## src/rtl/adc_capture_ctrl.sv

```systemverilog
// -----------------------------------------------------------------------------
// adc_capture_ctrl
//
// Purpose:
//   Sequencer for the ADC receive chain. On an accepted start it loads the
//   carrier increment and decimation ratio into the chain and waits two cycles
//   with the front end disabled so the DDS/CIC can reload. It then enables the
//   ADC, discards cfg_settle DDC samples while the filters settle, and forwards
//   exactly cfg_num_samples samples on AXI-Stream with tlast on the final one.
//   Finally it disables the ADC, waits for the output register to drain and
//   pulses done.
//
// Optional build macro:
//   ADC_CAPTURE_TIMEOUT_EN - adds parameter TIMEOUT_CYC and output timeout.
//   While settling or capturing, a watchdog counts cycles since the last DDC
//   beat. When it expires it raises a sticky timeout flag (cleared by the next
//   accepted start), disables the ADC, drops any pending output beat and
//   returns to IDLE without done. Without the macro the controller waits
//   indefinitely for DDC samples.
//
// Ports:
//   aclk, areset            clock, synchronous active-high reset
//   start, abort            single-cycle control pulses
//   cfg_*                   capture settings, sampled on an accepted start
//   Fc_scaled               carrier phase increment to the ADC chain
//   decimate_ratio          decimation ratio to the ADC chain (0 becomes 1)
//   ADC_control             ADC_EN_CODE while the chain is enabled, else 0
//   s_axis_tdata/tvalid     DDC output, no backpressure available upstream
//   m_axis_tdata/tvalid/    captured samples downstream, 1-deep output
//   tready/tlast            register, tlast with the final sample
//   busy                    high in every state except IDLE
//   done                    one-cycle pulse when a capture completes
//   drop_cnt                beats lost to a downstream stall (saturating)
//   timeout                 (macro only) sticky watchdog flag
// -----------------------------------------------------------------------------
module adc_capture_ctrl #(
  parameter int          SETTLE_W    = 16,
  parameter int          CNT_W       = 32,
  parameter logic [3:0]  ADC_EN_CODE = 4'b0001
`ifdef ADC_CAPTURE_TIMEOUT_EN
  ,
  parameter int          TIMEOUT_CYC = 65536
`endif
) (
  input  logic                aclk,
  input  logic                areset,
  input  logic                start,
  input  logic                abort,
  input  logic [31:0]         cfg_fc_scaled,
  input  logic [15:0]         cfg_decimate,
  input  logic [CNT_W-1:0]    cfg_num_samples,
  input  logic [SETTLE_W-1:0] cfg_settle,
  output logic [31:0]         Fc_scaled,
  output logic [15:0]         decimate_ratio,
  output logic [3:0]          ADC_control,
  input  logic [31:0]         s_axis_tdata,
  input  logic                s_axis_tvalid,
  output logic [31:0]         m_axis_tdata,
  output logic                m_axis_tvalid,
  input  logic                m_axis_tready,
  output logic                m_axis_tlast,
  output logic                busy,
  output logic                done,
  output logic [CNT_W-1:0]    drop_cnt
`ifdef ADC_CAPTURE_TIMEOUT_EN
  ,
  output logic                timeout
`endif
);

  typedef enum logic [2:0] {
    IDLE,
    CONFIG,
    SETTLE,
    CAPTURE,
    DRAIN
  } state_t;

  state_t              state_reg, state_next;
  logic [31:0]         fc_reg, fc_next;
  logic [15:0]         dec_reg, dec_next;
  logic [3:0]          adc_reg, adc_next;
  logic [31:0]         tdata_reg, tdata_next;
  logic                tvalid_reg, tvalid_next;
  logic                tlast_reg, tlast_next;
  logic                done_reg, done_next;
  logic [CNT_W-1:0]    drop_reg, drop_next;
  logic [CNT_W-1:0]    num_reg, num_next;
  logic [SETTLE_W-1:0] settle_reg, settle_next;
  logic [SETTLE_W-1:0] settle_cnt_reg, settle_cnt_next;
  logic [CNT_W-1:0]    sample_cnt_reg, sample_cnt_next;
  logic                cfg_cnt_reg, cfg_cnt_next;
`ifdef ADC_CAPTURE_TIMEOUT_EN
  logic [31:0]         to_cnt_reg, to_cnt_next;
  logic                timeout_reg, timeout_next;
`endif

  logic handshake;
  assign handshake = tvalid_reg && m_axis_tready;

  // ---------------------------------------------------------------------------
  // Next-state and datapath logic
  // ---------------------------------------------------------------------------
  always_comb begin
    state_next      = state_reg;
    fc_next         = fc_reg;
    dec_next        = dec_reg;
    adc_next        = adc_reg;
    tdata_next      = tdata_reg;
    tvalid_next     = tvalid_reg;
    tlast_next      = tlast_reg;
    done_next       = 1'b0;
    drop_next       = drop_reg;
    num_next        = num_reg;
    settle_next     = settle_reg;
    settle_cnt_next = settle_cnt_reg;
    sample_cnt_next = sample_cnt_reg;
    cfg_cnt_next    = cfg_cnt_reg;
`ifdef ADC_CAPTURE_TIMEOUT_EN
    to_cnt_next     = 32'd0;
    timeout_next    = timeout_reg;
`endif

    // A consumed beat empties the output register; a load below overrides.
    if (handshake) begin
      tvalid_next = 1'b0;
      tlast_next  = 1'b0;
    end

    unique case (state_reg)
      IDLE: begin
        // done_reg high means this is the completion cycle: starts are ignored.
        if (start && !done_reg) begin
          fc_next         = cfg_fc_scaled;
          dec_next        = (cfg_decimate == 16'd0) ? 16'd1 : cfg_decimate;
          num_next        = cfg_num_samples;
          settle_next     = cfg_settle;
          drop_next       = '0;
          settle_cnt_next = '0;
          sample_cnt_next = '0;
          cfg_cnt_next    = 1'b0;
`ifdef ADC_CAPTURE_TIMEOUT_EN
          timeout_next    = 1'b0;
`endif
          state_next      = CONFIG;
        end
      end

      CONFIG: begin
        // Two cycles with the front end off so the DDS/CIC reload cleanly.
        if (cfg_cnt_reg) begin
          adc_next   = ADC_EN_CODE;
          state_next = SETTLE;
        end else begin
          cfg_cnt_next = 1'b1;
        end
      end

      SETTLE: begin
        if (settle_cnt_reg == settle_reg) begin
          state_next = CAPTURE;
        end else if (s_axis_tvalid) begin
          settle_cnt_next = settle_cnt_reg + SETTLE_W'(1);
        end
      end

      CAPTURE: begin
        if (num_reg == '0) begin
          adc_next   = 4'd0;
          state_next = DRAIN;
        end else if (s_axis_tvalid) begin
          if (!tvalid_reg || m_axis_tready) begin
            tdata_next      = s_axis_tdata;
            tvalid_next     = 1'b1;
            sample_cnt_next = sample_cnt_reg + CNT_W'(1);
            if (sample_cnt_reg + CNT_W'(1) == num_reg) begin
              tlast_next = 1'b1;
              adc_next   = 4'd0;
              state_next = DRAIN;
            end else begin
              tlast_next = 1'b0;
            end
          end else if (drop_reg != '1) begin
            drop_next = drop_reg + CNT_W'(1);
          end
        end
      end

      DRAIN: begin
        if (!tvalid_reg || handshake) begin
          tvalid_next = 1'b0;
          tlast_next  = 1'b0;
          done_next   = 1'b1;
          state_next  = IDLE;
        end
      end

      default: state_next = IDLE;
    endcase

`ifdef ADC_CAPTURE_TIMEOUT_EN
    // Watchdog: cycles since the last DDC beat while samples are expected.
    if (state_reg == SETTLE || state_reg == CAPTURE) begin
      if (s_axis_tvalid) begin
        to_cnt_next = 32'd0;
      end else if (to_cnt_reg == 32'(TIMEOUT_CYC - 1)) begin
        timeout_next = 1'b1;
        adc_next     = 4'd0;
        tvalid_next  = 1'b0;
        tlast_next   = 1'b0;
        state_next   = IDLE;
      end else begin
        to_cnt_next = to_cnt_reg + 32'd1;
      end
    end
`endif

    // Abort wins over everything, including a completing capture.
    if (abort) begin
      adc_next    = 4'd0;
      tvalid_next = 1'b0;
      tlast_next  = 1'b0;
      done_next   = 1'b0;
      state_next  = IDLE;
    end
  end

  // ---------------------------------------------------------------------------
  // Registers
  // ---------------------------------------------------------------------------
  always_ff @(posedge aclk) begin
    if (areset) begin
      state_reg      <= IDLE;
      fc_reg         <= 32'd0;
      dec_reg        <= 16'd160;
      adc_reg        <= 4'd0;
      tdata_reg      <= 32'd0;
      tvalid_reg     <= 1'b0;
      tlast_reg      <= 1'b0;
      done_reg       <= 1'b0;
      drop_reg       <= '0;
      num_reg        <= '0;
      settle_reg     <= '0;
      settle_cnt_reg <= '0;
      sample_cnt_reg <= '0;
      cfg_cnt_reg    <= 1'b0;
`ifdef ADC_CAPTURE_TIMEOUT_EN
      to_cnt_reg     <= 32'd0;
      timeout_reg    <= 1'b0;
`endif
    end else begin
      state_reg      <= state_next;
      fc_reg         <= fc_next;
      dec_reg        <= dec_next;
      adc_reg        <= adc_next;
      tdata_reg      <= tdata_next;
      tvalid_reg     <= tvalid_next;
      tlast_reg      <= tlast_next;
      done_reg       <= done_next;
      drop_reg       <= drop_next;
      num_reg        <= num_next;
      settle_reg     <= settle_next;
      settle_cnt_reg <= settle_cnt_next;
      sample_cnt_reg <= sample_cnt_next;
      cfg_cnt_reg    <= cfg_cnt_next;
`ifdef ADC_CAPTURE_TIMEOUT_EN
      to_cnt_reg     <= to_cnt_next;
      timeout_reg    <= timeout_next;
`endif
    end
  end

  assign Fc_scaled      = fc_reg;
  assign decimate_ratio = dec_reg;
  assign ADC_control    = adc_reg;
  assign m_axis_tdata   = tdata_reg;
  assign m_axis_tvalid  = tvalid_reg;
  assign m_axis_tlast   = tlast_reg;
  assign busy           = (state_reg != IDLE);
  assign done           = done_reg;
  assign drop_cnt       = drop_reg;
`ifdef ADC_CAPTURE_TIMEOUT_EN
  assign timeout        = timeout_reg;
`endif

endmodule
```

## config.mk

```make
export PLATFORM = sky130hd
export DESIGN_NAME = adc_capture_ctrl
export DESIGN_NICKNAME = d
export VERILOG_FILES = /design/src/rtl/adc_capture_ctrl.sv
export SDC_FILE = /design/constraint.sdc
export NUM_CORES = 1
export LEC_CHECK = 0
export CORE_UTILIZATION = 50
export CTS_CLUSTER_SIZE = 28
export DETAILED_ROUTE_END_ITERATION = 16
export HOLD_SLACK_MARGIN = 0.1
export PLACE_DENSITY = 0.81
export SLEW_MARGIN = 20
export SYNTH_ARGS = -nofsm -noshare
export SYNTH_HDL_FRONTEND = slang
export SYNTH_SLANG_ARGS = --single-unit
```

## constraint.sdc

```tcl
create_clock -name aclk -period 4.4 [get_ports aclk]
set_clock_uncertainty 0.15 [all_clocks]
set_input_delay 0.44 -clock aclk [delete_from_list [all_inputs] [get_ports aclk]]
set_output_delay 0.44 -clock aclk [all_outputs]
set_load 0.03 [all_outputs]
```

==> impl_metrics.csv, run 1 <==
group,metric,value,unit
status,status,"completed",
sta,maxSlewViolCount,0,
setup_path,critPathKind,"register to register",
clocking,clk_pin_slew_worst_paths,60,ps
placement,port_buffers,250,
routing,drt_iter0_markers,752,
synthesis,synth-seq-cells,216,
sta,grt_setup_unrepaired,"false",
setup_path,cp.required,4650,ps
grt,grt_pass1_vias,9804,
sta,max_clock_freq,286,MHz
clocking,cts.repair.resized,0,
sta,fin_crit_sh,79.4,%
clocking,cts_tree,"done",
setup_path,r2r_cells,9,
setup_path,startpoint,"sample_cnt_reg[0]$_SDFFE_PP0P_",
routing,ant_nets,0,
placement,gp_congestion,0.979,
setup_path,crit_arrival,3740,ps
finish,nNetsFinal,1674,
die,initial_core_util,50.9,%
finish,synthToLayoutAreaGrowth,32.3,%
grt,antenna_found_initial,0,
routing,drt_pre_antenna_iters,5,
synthesis,synth_area,10300,µm²
routing,drc,0,
setup_path,cp-start-kind,"register",
synthesis,synthCells,1340,
synthesis,synth_edf_count,0,
routing,viasPerCell,5.64,
sta,fin_crit,3490,ps
synthesis,synthTopCellsByArea,"dfxtp_1 (42%), nand2_1 (11%), a21oi_1 (8.2%), xnor2_1 (4.6%), nor2_1 (4.3%)",
worst_hold_path,min_path_type,"input pin to register",
grt,grt_max_degree,86,
routing,routedWlPerCell,17.1,µm
die,core,20200,µm²
power_and_ir_drop,irDropWorstVdd,0.000302,V
synthesis,synth_warnings,0,
setup_path,cp_max_fo,9,
die,num_rows,52,
sta,relSlewSlack,30.8,%
synthesis,synthArstFlopShare,0,%
finish,drive_gt1_share,4.70,%
clocking,ctsHtreeMaxLevel,1,
setup_path,reg2reg_from,"sample_cnt_reg[0]$_SDFFE_PP0P_",
finish,final_util,67.3,%
sta,setup_viol,0,
sta,final_hold_viol_count,0,
die,die_y,145,µm
run,cap_violations,0,
synthesis,synth_top_cell_by_area,"dfxtp_1",
routing,drt_wl_total,31100,µm
setup_path,rr_endpoint,"ADC_control[0]$_SDFFE_PP0P_",
power_and_ir_drop,leakage,0.00468,µW
die,pin_count,254,
setup_path,timing.critical_path.to,"ADC_control[0]$_SDFFE_PP0P_",
die,dieArea,21100,µm²
power_and_ir_drop,cellPowerDensity,330,nW/µm²
die,die_x,145,µm
grt,grt_overflow,0,
clocking,cts_setup_buffers,0,
clocking,clkLatencyLatePin,520,ps
sta,tightestPinTransition,1030,ps
sta,tns,0,ps
grt,track_usage,29.0,%
clocking,cts_buffers,24,
setup_path,r2r_setup_slack,910,ps
clocking,cts_root_buf,"clkbuf_16",
finish,diodes,0,
setup_path,crit_path_end_kind,"register",
clocking,clock-sinks,216,
synthesis,syn_area_per_cell,7.66,µm²
synthesis,synth_cell_types,65,
synthesis,synth_top_area_share,42.1,%
placement,dp_hpwl,22100,µm
grt,grt_pass1_wl,50200,µm
clocking,clock_path_buffers,3,
clocking,holdBufCountCts,0,
synthesis,synth_ff_type,"dfxtp_1",
routing,vias,10300,
synthesis,yosysSeqAreaShare,42.1,%
power_and_ir_drop,power,4480,µW
[through the flow]
step,setup slack [ps],instance area [µm²],cells,hold WS (ps)
detailed placement,938,12800,1781,296
finish,906,13600,1824,288
CTS,914,13600,1824,268
floorplan,1320,10300,1342,300
global route,770,13600,1824,302
global placement,1010,12800,1781,290
[power by group]
part | switching, µW | internal (µW) | leakage [µW]
sequential | 50.0 | 2010 | 0.00176
clock | 822 | 1080 | 0.000370
combinational | 272 | 242 | 0.00255
[cells in the final DEF (no fill, tap or decap), drive strengths merged, types with 5 or more instances in the layout]
| cell type | instances |
|---|---|
| and2 | 6 |
| a22o | 11 |
| inv | 20 |
| and4 | 8 |
| a21oi | 169 |
| buf | 13 |
| xor2 | 28 |
| nor3 | 32 |
| a311oi | 10 |
| nand2b | 9 |
| nand4 | 47 |
| dfxtp | 216 |
| clkdlybuf4s50 | 249 |
| nand3 | 27 |
| and3 | 15 |
| nand2 | 291 |
| o21ai | 47 |
| clkbuf | 32 |
| clkinv | 9 |
| nor4 | 27 |
| o211ai | 5 |
| nor2b | 5 |
| or3 | 19 |
| mux2i | 6 |
| xnor2 | 54 |
| a31oi | 7 |
| nand3b | 7 |
| or4 | 8 |
| a21o | 6 |
| nor2 | 117 |
[synth_stat cells (3+ instances only)]
master and instances:
xor2_1 28, or3_1 18, nor2b_1 5, buf_2 11
nor4_1 25, nand4_1 45, nand3_1 25, nor2_1 117
xnor2_1 54, a22oi_1 3, inv_1 19, nand4b_1 3
a211oi_1 4, mux2i_1 6, buf_4 6, a21oi_1 169
nor3_1 32, dfxtp_1 216, o21ai_0 46, and4_1 8
a31oi_1 7, buf_1 4, a21o_1 6, and3_1 15
or2_2 4, nand2_1 291, clkbuf_1 71, o311ai_0 3
nand3b_1 7, nand2b_1 9, ha_1 3, a22o_1 11
o22ai_1 4, o211ai_1 4, and2_1 6, or4_1 7
a311oi_1 10
[worst max-delay path, cell delays in order, from the launching register on]
cell and delay, ps:
dfxtp_1 480, ha_1 390, nand4_4 200, nor4_4 500, nand3_2 180, or4_1 480, nor3b_1 180, or4b_4 540
o21ai_1 170, o211ai_1 110
[cell type report]
type                       instances  area, µm²
fill                            1693       6590
multi-input combinational       1014       5520
sequential                       216       4320
timing repair buffer             262       2590
clock buffer                      32        672
tap                              270        338
clock inverter                    11       71.3
inverter                          19       71.3
[worst min-delay path by stage]
stage                                             from                         endpoint  slack [ps]  cells after the start
final                                           areset         drop_cnt[1]$_SDFFE_PP0P_         290                      2
after detailed placement     Fc_scaled[0]$_SDFFE_PP0P_        Fc_scaled[0]$_SDFFE_PP0P_         300                      2
after floorplan             settle_reg[0]$_SDFFE_PP0P_       settle_reg[0]$_SDFFE_PP0P_         300                      2
after CTS                                       areset  sample_cnt_reg[20]$_SDFFE_PP0P_         270                      2
after global placement    m_axis_tdata[6]$_SDFFE_PP0P_     m_axis_tdata[6]$_SDFFE_PP0P_         290                      2
after global routing                            areset         drop_cnt[1]$_SDFFE_PP0P_         300                      2
[routing by layer]
metal	wire, µm	vias to the layer above	GRT usage, %	share of wire (%)
met5	0	-	0	0
met4	1170	0	11.8	3.8
met1	12800	4746	36.0	41
met2	14700	434	49.1	47
li1	-	5029	-	-
met3	2460	81	5.79	7.9
[logic make-up after synthesis]
family	share of synthesized area [%]
flops	42.1
simple gates	29.4
compound gates	15.9
fa+ha+maj	0.366
other cells	0.0365
buf+inv	4.46
mux	0.695
xor+xnor	6.99
Note: power is estimated with default switching activity, not from simulation.
==> inputs of run 2 (changes only) <==
clock period = 3.6 ns   (was 4.4 ns; I/O delays follow)
==> run 2 against run 1 <==
Non-clock buffer count increased by 4. Worst setup slack got worse by 660 ps. Clock-buffer cell count decreased by 1. Design area increased by 1.4%. Flip-flop and latch count unchanged. Via count increased by 0.82%. Register-to-register slack got worse by 660 ps. Critical path type unchanged. Largest cell class unchanged. Largest power group is now the clock network.
==> impl_metrics.csv, run 2 (synthesis gave the netlist of run 1 again) <==
group,metric,value,unit
sta,max_clock_freq,298,MHz
grt,grt_overflow,0,
routing,vias,10400,
power_and_ir_drop,cellPowerDensity,424,nW/µm²
worst_hold_path,min_path_type,"input pin to register",
sta,final_hold_viol_count,0,
clocking,cts_tree,"done",
die,die_x,145,µm
routing,ant_nets,0,
routing,drc,0,
routing,viasPerCell,5.67,
grt,antenna_found_initial,0,
clocking,ctsHtreeMaxLevel,1,
finish,layout.cells.most_common,"nand2_1",
die,die_y,145,µm
setup_path,cp.required,3840,ps
sta,grt_setup_unrepaired,"false",
finish,nNetsFinal,1678,
sta,tightestPinTransition,1160,ps
clocking,clk_pin_slew_worst_paths,60,ps
die,num_rows,52,
setup_path,critPathKind,"register to register",
routing,routedWlPerCell,17.3,µm
finish,area.sequential,4320,µm²
finish,drive_gt1_share,5.26,%
setup_path,crit_path_end_kind,"register",
setup_path,cp_max_fo,9,
sta,fin_crit,3360,ps
placement,port_buffers,250,
die,pin_count,254,
placement,gp_congestion,0.948,
sta,fin_crit_sh,93.3,%
grt,track_usage,29.4,%
clocking,clock-sinks,216,
finish,post-route-cell-area,13800,µm²
clocking,cts_buffers,24,
setup_path,crit_arrival,3600,ps
routing,drt_iter0_markers,852,
grt,grt_pass1_wl,51200,µm
clocking,clkLatencyLatePin,520,ps
status,status,"completed",
clocking,clock_path_buffers,3,
sta,relSlewSlack,22.4,%
clocking,cts_root_buf,"clkbuf_16",
run,cap_violations,0,
sta,setup_viol,0,
grt,grt_pass1_vias,9830,
finish,synthToLayoutAreaGrowth,34.1,%
placement,dp_hpwl,22400,µm
finish,multi_input_area,5520,µm²
power_and_ir_drop,irDropWorstVdd,0.000419,V
setup_path,cp-start-kind,"register",
grt,grt_max_degree,115,
die,core,20200,µm²
sta,tns,0,ps
routing,drt_wl_total,31700,µm
routing,drt_pre_antenna_iters,5,
finish,diodes,0,
finish,fillers,1661,
die,initial_core_util,50.9,%
power_and_ir_drop,leakage,0.00478,µW
placement,place_area,12900,µm²
finish,final_cell_mix,"nand2_1 (290), clkdlybuf4s50_1 (249), dfxtp_1 (216)",
clocking,holdBufCountCts,0,
sta,maxSlewViolCount,0,
clocking,cts_setup_buffers,0,
clocking,cts.repair.resized,0,
die,dieArea,21100,µm²
[run 2: changes by cell type in the layout (fill, tap and decap cells not counted)]
cell        change
clkinv_2        -1
clkinv_4        -2
clkbuf_1        -4
clkbuf_8        +3
clkinvlp_4      -1
buf_12          +2
inv_6           +3
bufinv_16       +4
inv_8           -1
buf_4           +2
[run 2: power by group]
part           internal, µW  switching, µW
registers              2460           59.1
logic                   297            335
clock network          1660           1020
total                  4420           1420
[run 2: layout make-up]
| class | instances | share of cell area (%) |
|---|---|---|
| clock buffers | 31 | 5.07 |
| well taps | 270 | 2.45 |
| clock inverters | 13 | 1.28 |
| flip-flops and latches | 216 | 31.4 |
| inverters | 19 | 0.518 |
| multi-input cells | 1014 | 40.1 |
| repair buffers | 266 | 19.2 |
[run 2: final timing paths]
kind,startpoint,slack (ps),cells after the start,to
min,areset,180,2,drop_cnt[1]$_SDFFE_PP0P_
max reg2reg,sample_cnt_reg[1]$_SDFFE_PP0P_,240,9,ADC_control[0]$_SDFFE_PP0P_
min reg2reg,Fc_scaled[30]$_SDFFE_PP0P_,300,2,Fc_scaled[30]$_SDFFE_PP0P_
max,sample_cnt_reg[1]$_SDFFE_PP0P_,240,9,ADC_control[0]$_SDFFE_PP0P_
[run 2: routing by layer]
| metal | GRT usage [%] | wire [µm] |
|---|---|---|
| met2 | 48.9 | 14800 |
| met3 | 6.07 | 2600 |
| met4 | 10.7 | 1150 |
| met5 | 0 | 0 |
| met1 | 37.7 | 13100 |
[run 2: worst max-delay path, cell delays in order (launching register included)]
cell      delay [ps]
dfxtp_1          430
ha_1             380
nand4_4          190
nor4_4           470
nand3_2          170
or4_1            490
nor3b_1          170
or4b_4           530
o21ai_1          160
o211ai_1         110
[run 2: through the flow]
step	worst slack, ps	hold WS, ps	cells	power (µW)	utilization, %
finish	242	179	1829	5830	68.3
global route	31.0	197	1829	6010	68.3
CTS	254	163	1829	5860	68.3
detailed placement	277	297	1785	3200	63.9
global placement	364	291	1785	3190	63.9
floorplan	519	289	1342	2890	-
